File: src/rtl/sd_datrx_pkg.sv
// Shared definitions for the SD/eMMC data-block receiver: CRC polynomial,
// bus-width encodings, FSM states and small datapath helpers.
package sd_datrx_pkg;

    localparam logic [15:0] CRC_POLYNOMIAL = 16'h1021;

    // i_width encoding; the reserved code behaves as 8-bit
    typedef enum logic [1:0] {
        SD_W1   = 2'd0,
        SD_W4   = 2'd1,
        SD_W8   = 2'd2,
        SD_WRSV = 2'd3
    } sd_width_e;

    typedef enum logic [2:0] {
        ST_IDLE       = 3'd0,
        ST_WAIT_START = 3'd1,
        ST_START2     = 3'd2,
        ST_DATA       = 3'd3,
        ST_CRC        = 3'd4,
        ST_STOP       = 3'd5
    } sd_state_e;

    // One serial CRC16 step, MSB-first, feedback taken from crc[15]
    function automatic logic [15:0] crc16_step(input logic [15:0] crc, input logic din);
        return {crc[14:0], 1'b0} ^ ((crc[15] ^ din) ? CRC_POLYNOMIAL : 16'h0000);
    endfunction

    // DAT lanes that carry data for a given bus width
    function automatic logic [7:0] lane_mask(input sd_width_e w);
        case (w)
            SD_W1:   return 8'h01;
            SD_W4:   return 8'h0f;
            default: return 8'hff;
        endcase
    endfunction

    // Index of the beat that completes a 32-bit word
    function automatic logic [4:0] last_beat(input sd_width_e w);
        case (w)
            SD_W1:   return 5'd31;
            SD_W4:   return 5'd7;
            default: return 5'd3;
        endcase
    endfunction

    // Shift one beat into the word register; the highest active lane is the MSB
    function automatic logic [31:0] shift_word(input logic [31:0] sreg, input sd_width_e w,
                                               input logic [7:0] dat);
        case (w)
            SD_W1:   return {sreg[30:0], dat[0]};
            SD_W4:   return {sreg[27:0], dat[3:0]};
            default: return {sreg[23:0], dat};
        endcase
    endfunction

endpackage

File: src/rtl/sd_datrx_if.sv
// Control/status and data bus of the SD data receiver. The receiver takes
// the slave side; whoever arms it and consumes words takes the master side.
interface sd_datrx_if;
    logic        i_en;
    logic [1:0]  i_width;
    logic        i_ddr;
    logic [9:0]  i_length;
    logic        i_sample;
    logic [7:0]  i_dat;
    logic        o_valid;
    logic [31:0] o_data;
    logic        o_last;
    logic        o_busy;
    logic        o_done;
    logic        o_crcerr;
    logic        o_frameerr;
    logic        o_timeout;

    modport slave (
        input  i_en, i_width, i_ddr, i_length, i_sample, i_dat,
        output o_valid, o_data, o_last, o_busy, o_done, o_crcerr, o_frameerr, o_timeout
    );

    modport master (
        output i_en, i_width, i_ddr, i_length, i_sample, i_dat,
        input  o_valid, o_data, o_last, o_busy, o_done, o_crcerr, o_frameerr, o_timeout
    );
endinterface

File: src/rtl/sd_datrx_crc16_lane.sv
// Serial CRC16 accumulator for one DAT lane (one bank). Cleared when the
// receiver arms; zero flags a clean remainder once the CRC beats are in.
module sd_crc16_lane
    import sd_datrx_pkg::*;
(
    input  logic clk,
    input  logic rst_n,
    input  logic clear,
    input  logic step,
    input  logic din,
    output logic zero
);
    logic [15:0] crc;

    // CRC register: clear on arm, advance one bit per qualified beat
    always_ff @(posedge clk or negedge rst_n) begin
        if (!rst_n)
            crc <= '0;
        else if (clear)
            crc <= '0;
        else if (step)
            crc <= crc16_step(crc, din);
    end

    assign zero = (crc == '0);
endmodule

File: src/rtl/sd_datrx.sv
// Host-side SD/eMMC data-block receiver. Finds the start bit, assembles
// 32-bit words MSB-first from 1/4/8 lanes, checks the per-lane CRC16
// (separate pos/neg banks in DDR) and the stop beat. The card cannot be
// stalled, so every beat is consumed on its i_sample strobe.
module sd_datrx
    import sd_datrx_pkg::*;
#(
    parameter int NUMIO     = 8,
    parameter int LGTIMEOUT = 23,
    parameter bit OPT_DDR   = 1'b1
) (
    input logic       i_clk,
    input logic       i_reset_n,
    sd_datrx_if.slave bus
);
    localparam logic [7:0] IO_MASK = 8'((17'h1 << NUMIO) - 17'h1);

    sd_state_e state, state_next;

    logic                 en_q;
    sd_width_e            width_q;
    logic                 ddr_q;
    logic [9:0]           len_q;
    logic [31:0]          sreg;
    logic [4:0]           beat_cnt;
    logic [9:0]           byte_cnt;
    logic [4:0]           crc_cnt;
    logic                 stop_cnt;
    logic                 phase;
    logic [LGTIMEOUT-1:0] timer;

    logic        valid_q, last_q, done_q, crcerr_q, frameerr_q, timeout_q;
    logic [31:0] data_q;

    logic arm, start_hit, data_beat, word_done, last_word;
    logic crc_beat, stop_beat, stop_final, timeout_hit;

    logic [7:0]       lanes;
    logic [31:0]      word_in;
    logic [9:0]       byte_next;
    logic             crc_step;
    logic [NUMIO-1:0] zero_pos, zero_neg;
    logic             crc_bad;

    assign lanes     = lane_mask(width_q) & IO_MASK;
    assign word_in   = shift_word(sreg, width_q, bus.i_dat);
    // 512 bytes wraps to 0, which matches the i_length encoding of 512
    assign byte_next = byte_cnt + 10'd4;
    assign crc_step  = data_beat | crc_beat;

    // FSM state register
    always_ff @(posedge i_clk or negedge i_reset_n) begin
        if (!i_reset_n)
            state <= ST_IDLE;
        else
            state <= state_next;
    end

    // Next-state and per-cycle control strobes; dropping i_en overrides all
    always_comb begin
        state_next  = state;
        arm         = 1'b0;
        start_hit   = 1'b0;
        data_beat   = 1'b0;
        word_done   = 1'b0;
        last_word   = 1'b0;
        crc_beat    = 1'b0;
        stop_beat   = 1'b0;
        stop_final  = 1'b0;
        timeout_hit = 1'b0;
        if (!bus.i_en) begin
            state_next = ST_IDLE;
        end else begin
            case (state)
                ST_IDLE: begin
                    if (!en_q) begin
                        arm        = 1'b1;
                        state_next = ST_WAIT_START;
                    end
                end
                ST_WAIT_START: begin
                    if (bus.i_sample && !bus.i_dat[0]) begin
                        start_hit  = 1'b1;
                        state_next = ddr_q ? ST_START2 : ST_DATA;
                    end else if (timer == '1) begin
                        timeout_hit = 1'b1;
                        state_next  = ST_IDLE;
                    end
                end
                ST_START2: begin
                    if (bus.i_sample)
                        state_next = ST_DATA;
                end
                ST_DATA: begin
                    if (bus.i_sample) begin
                        data_beat = 1'b1;
                        if (beat_cnt == last_beat(width_q)) begin
                            word_done = 1'b1;
                            if (byte_next == len_q) begin
                                last_word  = 1'b1;
                                state_next = ST_CRC;
                            end
                        end
                    end
                end
                ST_CRC: begin
                    if (bus.i_sample) begin
                        crc_beat = 1'b1;
                        if (crc_cnt == (ddr_q ? 5'd31 : 5'd15))
                            state_next = ST_STOP;
                    end
                end
                ST_STOP: begin
                    if (bus.i_sample) begin
                        stop_beat = 1'b1;
                        if (!ddr_q || stop_cnt) begin
                            stop_final = 1'b1;
                            state_next = ST_IDLE;
                        end
                    end
                end
                default: state_next = ST_IDLE;
            endcase
        end
    end

    // Datapath: block setup, word assembly, counters, pulses and sticky flags
    always_ff @(posedge i_clk or negedge i_reset_n) begin
        if (!i_reset_n) begin
            en_q       <= 1'b0;
            width_q    <= SD_W1;
            ddr_q      <= 1'b0;
            len_q      <= '0;
            sreg       <= '0;
            beat_cnt   <= '0;
            byte_cnt   <= '0;
            crc_cnt    <= '0;
            stop_cnt   <= 1'b0;
            phase      <= 1'b0;
            timer      <= '0;
            valid_q    <= 1'b0;
            data_q     <= '0;
            last_q     <= 1'b0;
            done_q     <= 1'b0;
            crcerr_q   <= 1'b0;
            frameerr_q <= 1'b0;
            timeout_q  <= 1'b0;
        end else begin
            en_q    <= bus.i_en;
            valid_q <= 1'b0;
            last_q  <= 1'b0;
            done_q  <= 1'b0;
            if (arm) begin
                width_q    <= sd_width_e'(bus.i_width);
                ddr_q      <= OPT_DDR & bus.i_ddr;
                len_q      <= bus.i_length;
                timer      <= '0;
                crcerr_q   <= 1'b0;
                frameerr_q <= 1'b0;
                timeout_q  <= 1'b0;
            end else if (state == ST_WAIT_START) begin
                timer <= timer + 1'b1;
            end
            if (start_hit) begin
                beat_cnt <= '0;
                byte_cnt <= '0;
                crc_cnt  <= '0;
                stop_cnt <= 1'b0;
                phase    <= 1'b0;
            end
            // Data and CRC beats alternate banks; data beat counts are always even
            if (crc_step)
                phase <= ~phase;
            if (data_beat) begin
                sreg     <= word_in;
                beat_cnt <= word_done ? 5'd0 : beat_cnt + 5'd1;
            end
            if (word_done) begin
                valid_q  <= 1'b1;
                data_q   <= word_in;
                last_q   <= last_word;
                byte_cnt <= byte_next;
            end
            if (crc_beat)
                crc_cnt <= crc_cnt + 5'd1;
            if (stop_beat) begin
                stop_cnt <= 1'b1;
                if ((bus.i_dat & lanes) != lanes)
                    frameerr_q <= 1'b1;
            end
            if (stop_final) begin
                done_q <= 1'b1;
                if (crc_bad)
                    crcerr_q <= 1'b1;
            end
            if (timeout_hit) begin
                timeout_q <= 1'b1;
                done_q    <= 1'b1;
            end
        end
    end

    for (genvar l = 0; l < NUMIO; l++) begin : g_lane
        logic step_pos;
        assign step_pos = crc_step & lanes[l] & (~ddr_q | ~phase);

        sd_crc16_lane u_pos (
            .clk   (i_clk),
            .rst_n (i_reset_n),
            .clear (arm),
            .step  (step_pos),
            .din   (bus.i_dat[l]),
            .zero  (zero_pos[l])
        );

        if (OPT_DDR) begin : g_neg
            logic step_neg;
            assign step_neg = crc_step & lanes[l] & ddr_q & phase;

            sd_crc16_lane u_neg (
                .clk   (i_clk),
                .rst_n (i_reset_n),
                .clear (arm),
                .step  (step_neg),
                .din   (bus.i_dat[l]),
                .zero  (zero_neg[l])
            );
        end else begin : g_noneg
            assign zero_neg[l] = 1'b1;
        end
    end

    assign crc_bad = (|(~zero_pos & lanes[NUMIO-1:0])) |
                     (ddr_q & (|(~zero_neg & lanes[NUMIO-1:0])));

    assign bus.o_valid    = valid_q;
    assign bus.o_data     = data_q;
    assign bus.o_last     = last_q;
    assign bus.o_busy     = (state != ST_IDLE);
    assign bus.o_done     = done_q;
    assign bus.o_crcerr   = crcerr_q;
    assign bus.o_frameerr = frameerr_q;
    assign bus.o_timeout  = timeout_q;
endmodule

File: src/flat_wrapper.sv
// flat-port wrapper written by rule: the top's interface ports become plain ports
module sd_datrx_flat import sd_datrx_pkg::*;
#(
    parameter int NUMIO     = 8,
    parameter int LGTIMEOUT = 23,
    parameter bit OPT_DDR   = 1'b1
)
  (i_clk, i_reset_n, bus_i_en, bus_i_width, bus_i_ddr, bus_i_length, bus_i_sample, bus_i_dat, bus_o_valid, bus_o_data, bus_o_last, bus_o_busy, bus_o_done, bus_o_crcerr, bus_o_frameerr, bus_o_timeout);
  sd_datrx_if bus_i ();
  input logic i_clk;
  input logic i_reset_n;
  input wire logic [$bits(bus_i.i_en)-1:0] bus_i_en;
  input wire logic [$bits(bus_i.i_width)-1:0] bus_i_width;
  input wire logic [$bits(bus_i.i_ddr)-1:0] bus_i_ddr;
  input wire logic [$bits(bus_i.i_length)-1:0] bus_i_length;
  input wire logic [$bits(bus_i.i_sample)-1:0] bus_i_sample;
  input wire logic [$bits(bus_i.i_dat)-1:0] bus_i_dat;
  output wire logic [$bits(bus_i.o_valid)-1:0] bus_o_valid;
  output wire logic [$bits(bus_i.o_data)-1:0] bus_o_data;
  output wire logic [$bits(bus_i.o_last)-1:0] bus_o_last;
  output wire logic [$bits(bus_i.o_busy)-1:0] bus_o_busy;
  output wire logic [$bits(bus_i.o_done)-1:0] bus_o_done;
  output wire logic [$bits(bus_i.o_crcerr)-1:0] bus_o_crcerr;
  output wire logic [$bits(bus_i.o_frameerr)-1:0] bus_o_frameerr;
  output wire logic [$bits(bus_i.o_timeout)-1:0] bus_o_timeout;
  assign bus_i.i_en = bus_i_en;
  assign bus_i.i_width = bus_i_width;
  assign bus_i.i_ddr = bus_i_ddr;
  assign bus_i.i_length = bus_i_length;
  assign bus_i.i_sample = bus_i_sample;
  assign bus_i.i_dat = bus_i_dat;
  assign bus_o_valid = bus_i.o_valid;
  assign bus_o_data = bus_i.o_data;
  assign bus_o_last = bus_i.o_last;
  assign bus_o_busy = bus_i.o_busy;
  assign bus_o_done = bus_i.o_done;
  assign bus_o_crcerr = bus_i.o_crcerr;
  assign bus_o_frameerr = bus_i.o_frameerr;
  assign bus_o_timeout = bus_i.o_timeout;
  sd_datrx #(.NUMIO(NUMIO), .LGTIMEOUT(LGTIMEOUT), .OPT_DDR(OPT_DDR)) u_core (.i_clk(i_clk), .i_reset_n(i_reset_n), .bus(bus_i));
endmodule
File: config.mk
export PLATFORM = sky130hd
export DESIGN_NAME = sd_datrx_flat
export DESIGN_NICKNAME = d
export VERILOG_FILES = /design/src/rtl/sd_datrx_pkg.sv /design/src/rtl/sd_datrx_if.sv /design/src/rtl/sd_datrx_crc16_lane.sv /design/src/rtl/sd_datrx.sv /design/src/flat_wrapper.sv
export SDC_FILE = /design/constraint.sdc
export NUM_CORES = 1
export LEC_CHECK = 0
export CORE_UTILIZATION = 54
export CTS_BUF_LIST = sky130_fd_sc_hd__clkbuf_2 sky130_fd_sc_hd__clkbuf_4 sky130_fd_sc_hd__clkbuf_8
export DETAILED_ROUTE_END_ITERATION = 8
export PLACE_DENSITY = 0.69
export SETUP_SLACK_MARGIN = 0.1
export SKIP_LAST_GASP = 1
export SLEW_MARGIN = 20
export SYNTH_ARGS = -nofsm -noshare
export SYNTH_HDL_FRONTEND = slang
export SYNTH_SLANG_ARGS = --single-unit
export TNS_END_PERCENT = 50
File: constraint.sdc
create_clock -name i_clk -period 4.3 [get_ports i_clk]
set_input_delay 0.86 -clock i_clk [delete_from_list [all_inputs] [get_ports i_clk]]
set_output_delay 0.86 -clock i_clk [all_outputs]
set_load 0.005 [all_outputs]
# Word level (Yosys, flattened, before mapping)
# Index checks and enable logic that the tools add are counted.
[word_totals] reg_bits=387 inputBits=25 out_inout_bits=39 word_cells=306
[classes] add_sub_neg=4 n_eq_ne=21 n_mux=122 n_bitwise=75 n_reduce_logical=49
[op_table] cell="16-bit 2-to-1 mux" n=32
[op_table] cell="16-bit zero test" n=16
[op_table] cell="16-bit by 13-bit XOR with 16-bit output" n=16
[op_table] cell="13-bit 2-to-1 mux" n=16
[op_table] cell="32-bit one-hot mux with 2 select lines" n=1
[op_table] cell="1-bit 2-to-1 mux" n=46
[op_table] cell="23-bit 2-to-1 mux" n=2
[op_table] cell="2-bit nonzero test" n=23
[op_table] cell="5-bit 2-to-1 mux" n=8
[op_table] cell="3-bit 2-to-1 mux" n=12
[op_table] cell="1-bit AND" n=33
[op_table] cell="8-bit AND" n=3
[op_table] cell="23-bit by 1-bit adder with 23-bit output (second input constant)" n=1
[op_table] cell="23-bit == test (second input constant)" n=1
[op_table] cell="10-bit 2-to-1 mux" n=2
[op_table] cell="3-bit one-hot mux with 6 select lines" n=1
[op_table] cell="8-bit inverter" n=2
[op_table] cell="8-bit one-hot mux with 2 select lines" n=1
[op_table] cell="8-bit OR reduction" n=2
[op_table] cell="1-bit XOR" n=16
[op_table] cell="3-bit inequality test (second input constant)" n=5
[op_table] cell="3-bit by 2-bit inequality test with 1-bit output (second input constant)" n=4
[op_table] cell="10-bit by 3-bit adder with 10-bit output (second input constant)" n=1
[op_table] cell="5-bit by 1-bit adder with 5-bit output (second input constant)" n=2
[op_table] cell="other kinds (18)" n=25

# Logic depth before layout (Yosys ltp)
[logic_depth] depth_word=12 ltp_mapped=9 mapped_depth_nobuf=8

# By module
# Synthesis repeated with hierarchy kept, for this count alone.
[unflattened] cells_unflattened=1658 area_unflattened_um2=17893.4
[by_module_without_submodules] mod="sd_crc16_lane" n_inst=16 cells_each=62 area_each_um2=721.9 seq_area_each_um2=400.4
[by_module_without_submodules] mod="sd_datrx" n_inst=1 cells_each=666 area_each_um2=6342.3 seq_area_each_um2=3228.1

# Worst setup path before layout
# No wires, ideal clock.
[synth_path] path_kind="input-to-reg" from="input port bus_i_en" to="register u_core.g_lane[7].g_neg.u_neg.crc[10]" setup_time_ns=0.117 arrival_ns=2.028 t_required_ns=4.183 setup_slack_ns=2.155 stages=7 path_buffers=3 path_cell_list="nand2b_1 > or4_1 > clkbuf_1 > clkbuf_1 > buf_1 > nand3_1 > nand2_1"
[synth_via] elab_chain_len=6 elab_cells_between_ends=9 cone_classes="mux (4); bitwise (4); reduce/logical (1)"
[synth_lines] element="start, declared" line="flat_wrapper.sv:12" text="input wire logic [$bits(bus_i.i_en)-1:0] bus_i_en;"
[synth_lines] element="1-bit 2-to-1 mux" line="sd_datrx.sv:71" text="if (!bus.i_en) begin"
[synth_lines] element="1-bit bitwise OR" line="sd_datrx.sv:49" text="assign crc_step = data_beat | crc_beat;"
[synth_lines] element="1-bit AND (3 in a row)" line="sd_datrx.sv:218" text="assign step_neg = crc_step & lanes[l] & ddr_q & phase;"
[synth_lines] element="2-bit nonzero test (no line)"
[synth_lines] element="end signal, assigned" line="sd_datrx_crc16_lane.sv:22" text="crc <= crc16_step(crc, din);"
[synth_lines] element="end, declared" line="sd_datrx_crc16_lane.sv:13" text="logic [15:0] crc;"
# Several ways; a longest one is shown, not always the timed one.
# A chain may end at the register's enable or synchronous reset.

# Worst setup path in the final report
[layout_path] from="register u_core.state[0]" to="output port bus_o_busy"
[layout_via] elab_chain_len=1
[layout_lines] element="start, declared" line="sd_datrx.sv:18" text="sd_state_e state, state_next;"
[layout_lines] element="start signal, assigned" line="sd_datrx.sv:56" text="state <= state_next;"
[layout_lines] element="3-bit nonzero test" line="sd_datrx.sv:239" text="assign bus.o_busy = (state != ST_IDLE);"
[layout_lines] element="end, declared" line="flat_wrapper.sv:21" text="output wire logic [$bits(bus_i.o_busy)-1:0] bus_o_busy;"
# No other way between the ends.

==> impl_metrics.csv <==
group,metric,value,unit
outcome,outcome,"finished, final reports clean",
setup_path,worstReg2RegEnd,"u_core.byte_cnt[9]",
global_routing,grt_overflow,0,
clock_network,root_buffer,"clkbuf_8",
setup_path,crit_required,3440,ps
setup_path,worstSetupStartpointType,"flop",
final_layout,nets,1972,
logic_synthesis,synth-edff-count,0,
sta,tightestPinTransition,1070,ps
placed_design,hpwl,23.2,mm
sta,fin_ws,1380,ps
final_layout,areaGrowthSynthToFinish,13.8,%
global_routing,grt_max_degree,114,
setup_path,critPathArrivalTime,2060,ps
setup_path,reg2reg_slack,1410,ps
die,die_area,32500,sq um
clock_network,cts.sinks,385,
sta,relSlewSlack,28.7,%
logic_synthesis,synth_cells,1907,
sta,clock.fmax,0.342,GHz
clock_network,ctsResizeCount,0,
global_routing,grtUsageTotal,23.7,%
logic_synthesis,async_flop_share,100,%
final_layout,final_cells,2390,
final_layout,drive_above_1_share,8.27,%
placed_design,gp_congestion,0.784,
final_layout,final_common_cell,"nand2_1",
logic_synthesis,yosysUniqueCellTypes,49,
routing,route.detailed.drc,0,
die,fp.dieH,180,um
routing,totalWireLength,37.0,mm
final_layout,final_cell_mix,"nand2_1, dfrtp_1, nand3_1, o21ai_0, a21oi_1",
final_layout,diodes,0,
die,rows,64,
sta,setup_violations,0,
routing,firstDrtPassIters,5,
final_layout,final_util,63.1,%
min_path,hold_path.class,"input port to async pin",
routing,avgViaCountPerCell,5.63,
clock_network,path_clk_slew,60,ps
die,io_pins,64,
global_routing,grt_pass1_wl,64.1,mm
sta,tns,0,ps
sta,period_needed,2920,ps
pwr,p_leak,9.37,nW
clock_network,cts_tree,"built",
placed_design,pre_cts_slack,1060,ps
flow_run,drv_cap,0,
routing,via_count,13500,
placed_design,io_buffer_count,63,
die,dieWidth,180,um
clock_network,clkLatencyLatePin,600,ps
setup_path,path_class,"flop to primary output",
logic_synthesis,synth-main-ff-cell,"dfrtp_1",
sta,finalCritPeriodShare,68.0,%
sta,timing.hold.ws,328,ps
clock_network,htree_levels,3,
logic_synthesis,synth-seq-area-share,56.2,%
logic_synthesis,synth_warnings,0,
die,core-area,30900,sq um
setup_path,rr_startpoint,"u_core.width_q[0]",
setup_path,end_kind,"primary output",
pwr,power_density,448,nW/um^2
global_routing,antenna_found_initial,0,
global_routing,grt_pass1_vias,12900,
routing,postRouteAntennaNets,0,
sta,slew_violations,0,
die,initial_utilization,55.4,%
clock_network,hold_buffers,0,
logic_synthesis,syn_nets,1936,
clock_network,cts_buffer_depth,3,
placed_design,dp_cells,2271,
routing,post_drt_wl_per_cell,15.5,um
pwr,vdd_drop_max,0.261,mV
setup_path,worstPathMaxFanout,18,
logic_synthesis,syn_area_per_cell,8.99,sq um
final_layout,n_fill_cell,2594,
logic_synthesis,synth_seq_cells,385,
setup_path,ff2ff_path_depth,5,
clock_network,cts_post_setup_buffers_inserted,0,
sta,fin_worst_skew,30.4,ps
logic_synthesis,synth_area,17100,sq um
routing,drt_iter0_markers,1014,
clock_network,numCtsBuffers,66,
sta,hold_viol,0,
sta,rsz0062_at_grt,"false",
## through the flow
step,power (mW),cell area (sq um)
after global routing,9.20,19500
after floorplan,4.95,17100
final,8.74,19500
after CTS,8.85,19500
after global placement,5.36,18100
after detailed placement,5.38,18100
## state kept, by name (all words and copies together) (netlist names), 2 cells and up
| signal | count |
|---|---|
| u_core.beat_cnt | 5 |
| u_core.bus.o_data | 32 |
| u_core.byte_cnt | 8 |
| u_core.crc_cnt | 5 |
| u_core.g_lane.g_neg.u_neg.crc | 128 |
| u_core.g_lane.u_pos.crc | 128 |
| u_core.len_q | 10 |
| u_core.sreg | 31 |
| u_core.state | 3 |
| u_core.timer | 23 |
| u_core.width_q | 2 |
## power by group
| part | switching, mW | internal [mW] |
|---|---|---|
| logic | 0.755 | 0.428 |
| registers | 0.314 | 3.82 |
| clock network | 1.46 | 1.97 |
## metal layers
metal  vias to the layer above  GRT usage (%)  part of all wire, %  routed length, um
li1                       6560              -                    -                  -
met1                      6576           33.8                   47              17400
met2                       247           37.2                   47              17400
met3                        69           3.72                  4.0               1470
met4                         0           8.17                  2.1                773
met5                         -              0                    0                  0
## worst max-delay path by stage
stage                             startpoint  slack, ps                                   end  cells past startpoint
4_1_cts        u_core.g_lane[4].u_pos.crc[8]       1330                   u_core.bus.o_crcerr                      6
6_report                     u_core.state[0]       1380                            bus_o_busy                      2
5_1_grt        u_core.g_lane[4].u_pos.crc[6]       1070                   u_core.bus.o_crcerr                      6
3_3_place_gp                        bus_i_en       1090         u_core.g_lane[3].u_pos.crc[0]                      8
3_5_place_dp                        bus_i_en       1060         u_core.g_lane[1].u_pos.crc[0]                      8
2_1_floorplan                       bus_i_en       2150  u_core.g_lane[7].g_neg.u_neg.crc[10]                      7
## kinds of logic (layout without fill, tap and decap cells)
kind of cell    count (synthesis)  after routing  synth area share (%)
fa+ha+maj                       4              4                 0.292
flops                         385            385                  56.2
simple gates                 1006           1006                  26.0
compound gates                272            272                  8.50
xor+xnor                       77             77                  3.93
buf+inv                       128            215                  3.01
mux                            35             35                  2.04
## cell type report
| class | count | area, sq um | area share [%] |
|---|---|---|---|
| Timing Repair Buffer | 88 | 906 | 4.64 |
| Sequential cell | 385 | 9640 | 49.4 |
| Multi-Input combinational cell | 1394 | 7030 | 36.1 |
| Clock inverter | 9 | 62.6 | 0.321 |
| Clock buffer | 110 | 1340 | 6.86 |
| Tap cell | 396 | 495 | 2.54 |
| Inverter | 8 | 30.0 | 0.154 |
## critical path, stage by stage (launching register included)
cell	delay, ps
dfrtp_1	560
or3_1	460
clkdlybuf4s50_1	460
## cell usage after synthesis, drive strengths merged, types with 3 or more instances
master / count / share of area [%]
nand2: 578 / 13
dfrtp: 385 / 56
nand3: 194 / 5.7
o21ai: 122 / 3.6
a21oi: 117 / 3.4
nor2: 81 / 1.8
clkbuf: 78 / 1.7
nor4: 69 / 2.6
buf: 42 / 1.1
xnor2: 39 / 2.0
xor2: 38 / 1.9
mux2i: 35 / 2.0
nand4: 27 / 1.0
nor3: 16 / 0.53
o31ai: 9 / 0.39
inv: 8 / 0.18
or3: 6 / 0.22
and2: 5 / 0.18
a21o: 4 / 0.18
a22o: 4 / 0.20
a31oi: 4 / 0.15
and3: 4 / 0.15
and4: 4 / 0.20
ha: 4 / 0.29
nand2b: 4 / 0.15
nand3b: 3 / 0.13
o211ai: 3 / 0.13
o41ai: 3 / 0.15
or3b: 3 / 0.15
or4: 3 / 0.13
Note: power is estimated with default switching activity, not from simulation.
